--- src/rtl/wb_biu_mc.sv ---
// Multi-channel Wishbone bus interface unit: round-robin arbitration between
// line requesters, then a pipelined burst of BEATS single-word Wishbone cycles.
module wb_biu_mc #(
    parameter int OPTN_ADDR_WIDTH    = 32,
    parameter int OPTN_WB_DATA_WIDTH = 16,
    parameter int OPTN_WB_ADDR_WIDTH = 32,
    parameter int OPTN_DC_LINE_SIZE  = 32,
    parameter int OPTN_BIU_NUM_CH    = 2
) (
    input  logic                                              i_wb_clk,
    input  logic                                              i_wb_rst_n,
    input  logic                                              i_wb_ack,
    input  logic                                              i_wb_err,
    input  logic                                              i_wb_stall,
    input  logic [OPTN_WB_DATA_WIDTH-1:0]                     i_wb_data,
    output logic                                              o_wb_cyc,
    output logic                                              o_wb_stb,
    output logic                                              o_wb_we,
    output logic [OPTN_WB_DATA_WIDTH/8-1:0]                   o_wb_sel,
    output logic [OPTN_WB_ADDR_WIDTH-1:0]                     o_wb_addr,
    output logic [OPTN_WB_DATA_WIDTH-1:0]                     o_wb_data,
    input  logic [OPTN_BIU_NUM_CH-1:0]                        i_biu_en,
    input  logic [OPTN_BIU_NUM_CH-1:0]                        i_biu_we,
    input  logic [OPTN_BIU_NUM_CH*OPTN_ADDR_WIDTH-1:0]        i_biu_addr,
    input  logic [OPTN_BIU_NUM_CH*OPTN_DC_LINE_SIZE*8-1:0]    i_biu_data,
    output logic [OPTN_DC_LINE_SIZE*8-1:0]                    o_biu_data,
    output logic [OPTN_BIU_NUM_CH-1:0]                        o_biu_busy,
    output logic [OPTN_BIU_NUM_CH-1:0]                        o_biu_done,
    output logic [OPTN_BIU_NUM_CH-1:0]                        o_biu_err
);

    localparam int WB_WORD_SIZE = OPTN_WB_DATA_WIDTH / 8;
    localparam int LINE_W       = OPTN_DC_LINE_SIZE * 8;
    localparam int BEATS        = LINE_W / OPTN_WB_DATA_WIDTH;
    localparam int OFF_W        = $clog2(OPTN_DC_LINE_SIZE);
    localparam int CNT_W        = $clog2(BEATS + 1);
    localparam int CH_W         = (OPTN_BIU_NUM_CH > 1) ? $clog2(OPTN_BIU_NUM_CH) : 1;
    localparam int EXT_W        = (OPTN_ADDR_WIDTH > OPTN_WB_ADDR_WIDTH) ? OPTN_ADDR_WIDTH
                                                                         : OPTN_WB_ADDR_WIDTH;

    typedef enum logic [1:0] {
        S_IDLE = 2'd0,
        S_REQS = 2'd1,
        S_ACKS = 2'd2,
        S_DONE = 2'd3
    } state_t;

    state_t                          state_q, state_d;
    logic [CH_W-1:0]                 rr_q, rr_d;
    logic [CH_W-1:0]                 grant_q, grant_d;
    logic                            we_q, we_d;
    logic [LINE_W-1:0]               line_q, line_d;
    logic [OPTN_WB_ADDR_WIDTH-1:0]   base_q, base_d;
    logic [CNT_W-1:0]                req_cnt_q, req_cnt_d;
    logic [CNT_W-1:0]                rsp_cnt_q, rsp_cnt_d;
    logic                            err_q, err_d;
    logic [LINE_W-1:0]               buf_q, buf_d;

    logic                            pick_found_s;
    logic [CH_W-1:0]                 pick_ch_s;
    logic [CH_W:0]                   idx_w_s;
    logic [CH_W-1:0]                 rr_idx_s;
    logic [OPTN_ADDR_WIDTH-1:0]      sel_addr_s;
    logic [OPTN_ADDR_WIDTH-1:0]      addr_clr_s;
    logic [EXT_W-1:0]                addr_ext_s;
    logic                            rsp_valid_s;
    logic                            beat_acc_s;

    // Round-robin pick: first enabled channel at or after rr_q, wrapping.
    always_comb begin
        pick_found_s = 1'b0;
        pick_ch_s    = '0;
        idx_w_s      = '0;
        rr_idx_s     = '0;
        for (int i = 0; i < OPTN_BIU_NUM_CH; i++) begin
            idx_w_s      = {1'b0, rr_q} + (CH_W+1)'(i);
            idx_w_s      = (idx_w_s >= (CH_W+1)'(OPTN_BIU_NUM_CH))
                           ? idx_w_s - (CH_W+1)'(OPTN_BIU_NUM_CH) : idx_w_s;
            rr_idx_s     = idx_w_s[CH_W-1:0];
            pick_ch_s    = (!pick_found_s && i_biu_en[rr_idx_s]) ? rr_idx_s : pick_ch_s;
            pick_found_s = pick_found_s | i_biu_en[rr_idx_s];
        end
    end

    // Line-aligned base address of the picked channel.
    always_comb begin
        sel_addr_s = i_biu_addr[pick_ch_s*OPTN_ADDR_WIDTH +: OPTN_ADDR_WIDTH];
        addr_clr_s = (sel_addr_s >> OFF_W) << OFF_W;
        addr_ext_s = EXT_W'(addr_clr_s);
    end

    // State register with synchronous active-low reset.
    always_ff @(posedge i_wb_clk) begin
        if (!i_wb_rst_n) begin
            state_q   <= S_IDLE;
            rr_q      <= '0;
            grant_q   <= '0;
            we_q      <= 1'b0;
            line_q    <= '0;
            base_q    <= '0;
            req_cnt_q <= '0;
            rsp_cnt_q <= '0;
            err_q     <= 1'b0;
            buf_q     <= '0;
        end else begin
            state_q   <= state_d;
            rr_q      <= rr_d;
            grant_q   <= grant_d;
            we_q      <= we_d;
            line_q    <= line_d;
            base_q    <= base_d;
            req_cnt_q <= req_cnt_d;
            rsp_cnt_q <= rsp_cnt_d;
            err_q     <= err_d;
            buf_q     <= buf_d;
        end
    end

    // Next-state and datapath update.
    always_comb begin
        state_d   = state_q;
        rr_d      = rr_q;
        grant_d   = grant_q;
        we_d      = we_q;
        line_d    = line_q;
        base_d    = base_q;
        req_cnt_d = req_cnt_q;
        rsp_cnt_d = rsp_cnt_q;
        err_d     = err_q;
        buf_d     = buf_q;

        // A response only counts while a beat is actually outstanding.
        rsp_valid_s = ((state_q == S_REQS) || (state_q == S_ACKS)) &&
                      (i_wb_ack || i_wb_err) && (rsp_cnt_q != req_cnt_q);
        beat_acc_s  = (state_q == S_REQS) && !i_wb_stall;

        if (rsp_valid_s) begin
            rsp_cnt_d = rsp_cnt_q + CNT_W'(1);
            if (i_wb_err) begin
                err_d = 1'b1;
            end else if (!we_q) begin
                buf_d[int'(rsp_cnt_q)*OPTN_WB_DATA_WIDTH +: OPTN_WB_DATA_WIDTH] = i_wb_data;
            end else begin
                buf_d = buf_q;
            end
        end else begin
            rsp_cnt_d = rsp_cnt_q;
        end

        if (beat_acc_s) begin
            req_cnt_d = req_cnt_q + CNT_W'(1);
        end else begin
            req_cnt_d = req_cnt_q;
        end

        case (state_q)
            S_IDLE: begin
                if (pick_found_s) begin
                    grant_d   = pick_ch_s;
                    we_d      = i_biu_we[pick_ch_s];
                    line_d    = i_biu_data[pick_ch_s*LINE_W +: LINE_W];
                    base_d    = addr_ext_s[OPTN_WB_ADDR_WIDTH-1:0];
                    req_cnt_d = '0;
                    rsp_cnt_d = '0;
                    err_d     = 1'b0;
                    state_d   = S_REQS;
                end else begin
                    state_d   = S_IDLE;
                end
            end
            S_REQS: begin
                if ((rsp_valid_s && i_wb_err) ||
                    (beat_acc_s && (req_cnt_q == CNT_W'(BEATS - 1)))) begin
                    state_d = S_ACKS;
                end else begin
                    state_d = S_REQS;
                end
            end
            S_ACKS: begin
                if (rsp_cnt_d == req_cnt_q) begin
                    state_d = S_DONE;
                end else begin
                    state_d = S_ACKS;
                end
            end
            S_DONE: begin
                if (!i_biu_en[grant_q]) begin
                    state_d = S_IDLE;
                    rr_d    = (grant_q == CH_W'(OPTN_BIU_NUM_CH - 1)) ? '0
                                                                      : grant_q + CH_W'(1);
                end else begin
                    state_d = S_DONE;
                end
            end
            default: begin
                state_d = S_IDLE;
            end
        endcase
    end

    assign o_wb_sel   = '1;
    assign o_biu_data = buf_q;

    // Output decode from the registered state only.
    always_comb begin
        o_wb_cyc   = 1'b0;
        o_wb_stb   = 1'b0;
        o_wb_we    = 1'b0;
        o_wb_addr  = '0;
        o_wb_data  = '0;
        o_biu_busy = '0;
        o_biu_done = '0;
        o_biu_err  = '0;
        case (state_q)
            S_REQS: begin
                o_wb_cyc            = 1'b1;
                o_wb_stb            = 1'b1;
                o_wb_we             = we_q;
                o_wb_addr           = base_q + (OPTN_WB_ADDR_WIDTH'(req_cnt_q) *
                                                OPTN_WB_ADDR_WIDTH'(WB_WORD_SIZE));
                o_wb_data           = line_q[int'(req_cnt_q)*OPTN_WB_DATA_WIDTH +: OPTN_WB_DATA_WIDTH];
                o_biu_busy[grant_q] = 1'b1;
            end
            S_ACKS: begin
                o_wb_cyc            = 1'b1;
                o_wb_we             = we_q;
                o_biu_busy[grant_q] = 1'b1;
            end
            S_DONE: begin
                o_biu_done[grant_q] = 1'b1;
                o_biu_err[grant_q]  = err_q;
            end
            default: begin
                o_wb_cyc = 1'b0;
            end
        endcase
    end

endmodule

--- config.mk ---
export PLATFORM = sky130hd
export DESIGN_NAME = wb_biu_mc
export DESIGN_NICKNAME = d
export VERILOG_FILES = /design/src/rtl/wb_biu_mc.sv
export SDC_FILE = /design/constraint.sdc
export NUM_CORES = 1
export LEC_CHECK = 0
export ABC_AREA = 0
export BUFFER_PORTS_ARGS = -buffer_cell sky130_fd_sc_hd__buf_2
export CAP_MARGIN = 40
export CORE_AREA = 3 3 355 357
export CTS_CLUSTER_DIAMETER = 150
export DETAILED_ROUTE_END_ITERATION = 12
export DIE_AREA = 0 0 358 360
export HOLD_SLACK_MARGIN = 0.12
export PLACE_DENSITY = 0.41
export SLEW_MARGIN = 25
export SYNTH_ARGS = -nofsm -noshare
export SYNTH_HDL_FRONTEND = slang
export SYNTH_SLANG_ARGS = --single-unit
--- constraint.sdc ---
create_clock -name i_wb_clk -period 3.5 [get_ports i_wb_clk]
set_input_delay 0.35 -clock i_wb_clk [delete_from_list [all_inputs] [get_ports i_wb_clk]]
set_output_delay 0.35 -clock i_wb_clk [all_outputs]
set_load 0.03 [all_outputs]
==> flow_metrics.py <==
metrics = {
    "sta": {
        "relSlewSlack_pct": 44.9,
        "fin_crit_sh_pct": 92.3,
        "rsz0062_at_grt": "false",
        "setup-violations-final": 0,
        "tightest_slew_ns": 0.826,
        "clock.fmax_ghz": 0.309,
        "clock_skew_ns": 0.0251,
        "min_period_ns": 3.23,
        "hold_ws_ns": 0.154,
        "drv_slew": 0,
        "fin_setup_tns_ns": 0,
        "hold_viol": 0,
    },
    "cells_and_area": {
        "num-fill-cells": 13000,
        "nNetsFinal": 4614,
        "drive_gt1_share_pct": 29.5,
        "layout_commonest_cell": "buf_2",
        "final_cell_mix": "buf_2, dfxtp_1, dlygate4sd3_1",
        "seq_area_um2": 11100,
        "area_growth_pct": 55.7,
        "multi_input_area_um2": 13200,
    },
    "detailed_routing": {
        "finalWirelength_um": 122000,
        "ant_nets": 0,
        "vias_per_cell": 4.38,
        "dr.first_iter.drc_count": 1558,
        "route.met2.wl_um": 59300,
        "wl_per_cell_um": 21.5,
        "via_count": 24900,
        "m1WireLength_um": 51900,
        "drtPass1Iterations": 5,
        "met3_length_um": 7980,
        "top_layer": "met5",
        "drc": 0,
    },
    "floorplanning": {
        "die_width_um": 358,
        "start_util_pct": 20.5,
        "core.rowCount": 129,
        "coreArea_um2": 123000,
        "io_pins": 916,
        "die_h_um": 360,
        "die-area_um2": 129000,
    },
    "clock_network": {
        "numCtsBuffers": 70,
        "htree_levels": 3,
        "root_buffer": "clkbuf_16",
        "clockBufferDepth": 3,
        "cts.sink_count": 555,
        "cts_tree": "done",
        "clk_pin_slew_ns": 0.05,
        "clk_latency_ns": 0.63,
    },
    "logic_synthesis": {
        "async_flop_share_pct": 0,
        "synth_edf_count": 0,
        "yosys.cell_types.count": 47,
        "synth-main-ff-cell": "dfxtp_1",
        "synth_area_um2": 25300,
        "avgSynthCellArea_um2": 9.48,
        "syn_inst": 2666,
        "yosys_warnings": 0,
        "ys_seq_area_share_pct": 44.0,
        "synth_seq_cells": 555,
    },
    "global_route": {
        "grt_max_degree": 172,
        "grt_pass1_vias": 25300,
        "antenna_found_initial": 27,
        "grt_pass1_wl_um": 174000,
        "grtUsageTotal_pct": 18.3,
        "grt_overflow": 0,
    },
    "power": {
        "p_per_area_nw_per_um2": 429,
        "ir_worst_vdd_uv": 357,
        "p_leak_nw": 17.3,
    },
    "hold_path": {
        "min_path_type": "in2reg",
    },
    "placement": {
        "hpwl_um": 91200,
        "place.gp.congestion": 0.823,
        "io_buffers": 902,
    },
    "critical_path": {
        "crit_arrival_ns": 2.88,
        "cp_data_required_time_ns": 3.15,
        "crit_type": "reg2out",
        "startpoint_type": "register",
        "crit_path_max_fanout": 30,
        "end_kind": "primary output",
    },
    "run": {
        "cap_viol_max_count": 0,
    },
    "run_status": {
        "status": "completed",
    },
}
cells by family after synthesis:
group                    after synthesis  synth area share, %
XOR/XNOR                              39                 1.35
buffers and inverters                250                 4.09
flip-flops                           555                 44.0
adder cells (fa/ha/maj)               12                0.594
AND/OR/NAND/NOR                      760                 13.3
multiplexers                         511                 24.2
AO/OA/AOI/OAI                        537                 12.5
other                                  2               0.0297
timing repair:
action / CTS / global route
buffers inserted: 7 / 0
hold buffers: 511 / 0
pin swaps: 1 / 0
endpoints found under the hold margin: 267 / 0
gates resized for setup: 3 / 1
endpoints found under the setup margin: 10 / 2
synthesized netlist by cell type (5+ instances only):
| cell type | number | area share, % |
|---|---|---|
| or4_1 | 5 | 0.15 |
| a21boi_1 | 10 | 0.30 |
| nor2_1 | 23 | 0.34 |
| buf_1 | 33 | 0.49 |
| mux2i_1 | 431 | 17 |
| and2_1 | 38 | 0.94 |
| clkbuf_1 | 170 | 2.5 |
| nor2b_1 | 36 | 0.89 |
| xnor2_1 | 22 | 0.76 |
| xor2_1 | 17 | 0.59 |
| nand2b_1 | 6 | 0.15 |
| o21ai_0 | 359 | 7.1 |
| nand4_1 | 8 | 0.20 |
| mux4_2 | 80 | 7.1 |
| a21boi_0 | 74 | 2.2 |
| nand2_1 | 494 | 7.3 |
| ha_1 | 12 | 0.59 |
| a21oi_1 | 11 | 0.22 |
| nor4_1 | 5 | 0.12 |
| o211ai_1 | 34 | 1.0 |
| or3_1 | 5 | 0.12 |
| buf_2 | 19 | 0.38 |
| nor3_2 | 5 | 0.20 |
| buf_4 | 11 | 0.33 |
| nor3_1 | 11 | 0.22 |
| nand3_1 | 111 | 2.2 |
| dfxtp_1 | 555 | 44 |
| inv_1 | 13 | 0.19 |
| o31ai_1 | 33 | 0.98 |
state kept, by name (all words and copies together), names as in the netlist:
name        cells
grant_q         1
line_q        256
err_q           1
rsp_cnt_q       5
base_q         27
rr_q            1
o_biu_data    256
we_q            1
req_cnt_q       5
state_q         2
critical path: stages (launching register included):
cell     delay, ns
dfxtp_4       0.37
buf_12        0.24
mux4_2        0.64
mux4_2        0.58
nor2b_1       0.20
buf_12        0.15
final cells by class:
class | instances | share of cell area, %
Clock inverter | 13 | 0.487
Clock buffer | 102 | 5.15
Inverter | 13 | 0.124
Timing Repair Buffer | 1499 | 27.0
Antenna cell | 8 | 0.0509
Multi-Input combinational cell | 1862 | 33.7
Tap cell | 1637 | 5.21
Sequential cell | 555 | 28.3
power by group:
part           leakage, nW  internal, mW  total [mW]  switching, mW
Sequential            4.53          6.70        6.93          0.235
Clock                 1.08          4.17        7.12           2.95
Combinational         11.7          1.37        2.82           1.45
metal layers:
| metal | GRT usage [%] | vias to the layer above |
|---|---|---|
| met3 | 4.36 | 160 |
| met5 | 0 | - |
| met2 | 31.4 | 755 |
| li1 | - | 12100 |
| met1 | 22.5 | 11900 |
| met4 | 5.35 | 28 |
worst paths after layout:
kind / from / to / slack (ns) / depth (start not counted)
setup / recovery: req_cnt_q[0]$_SDFF_PN0_ / o_wb_data[7] / 0.27 / 5
hold / removal: i_biu_data[413] / line_q[157]$_SDFFE_PN0P_ / 0.15 / 3
setup reg to reg: rsp_cnt_q[1]$_SDFF_PN0_ / o_biu_data[42]$_SDFFE_PN0P_ / 0.52 / 11
hold reg to reg: line_q[230]$_SDFFE_PN0P_ / line_q[230]$_SDFFE_PN0P_ / 0.45 / 2
through the flow:
| stage | instance area, um2 | utilization [%] | worst slack (ns) | total power, mW | instances |
|---|---|---|---|---|---|
| finish | 39300 | 31.9 | 0.269 | 16.9 | 5689 |
| global route | 39300 | 31.9 | 0.0262 | 17.6 | 5684 |
| CTS | 39300 | 31.9 | 0.0598 | 17.2 | 5681 |
| detailed placement | 31900 | 25.9 | 0.502 | 9.40 | 5048 |
| global placement | 31900 | 25.8 | 0.477 | 9.38 | 5045 |
| floorplan | 25300 | - | 0.690 | 8.16 | 2667 |
Note: power is estimated with default switching activity, not from simulation.
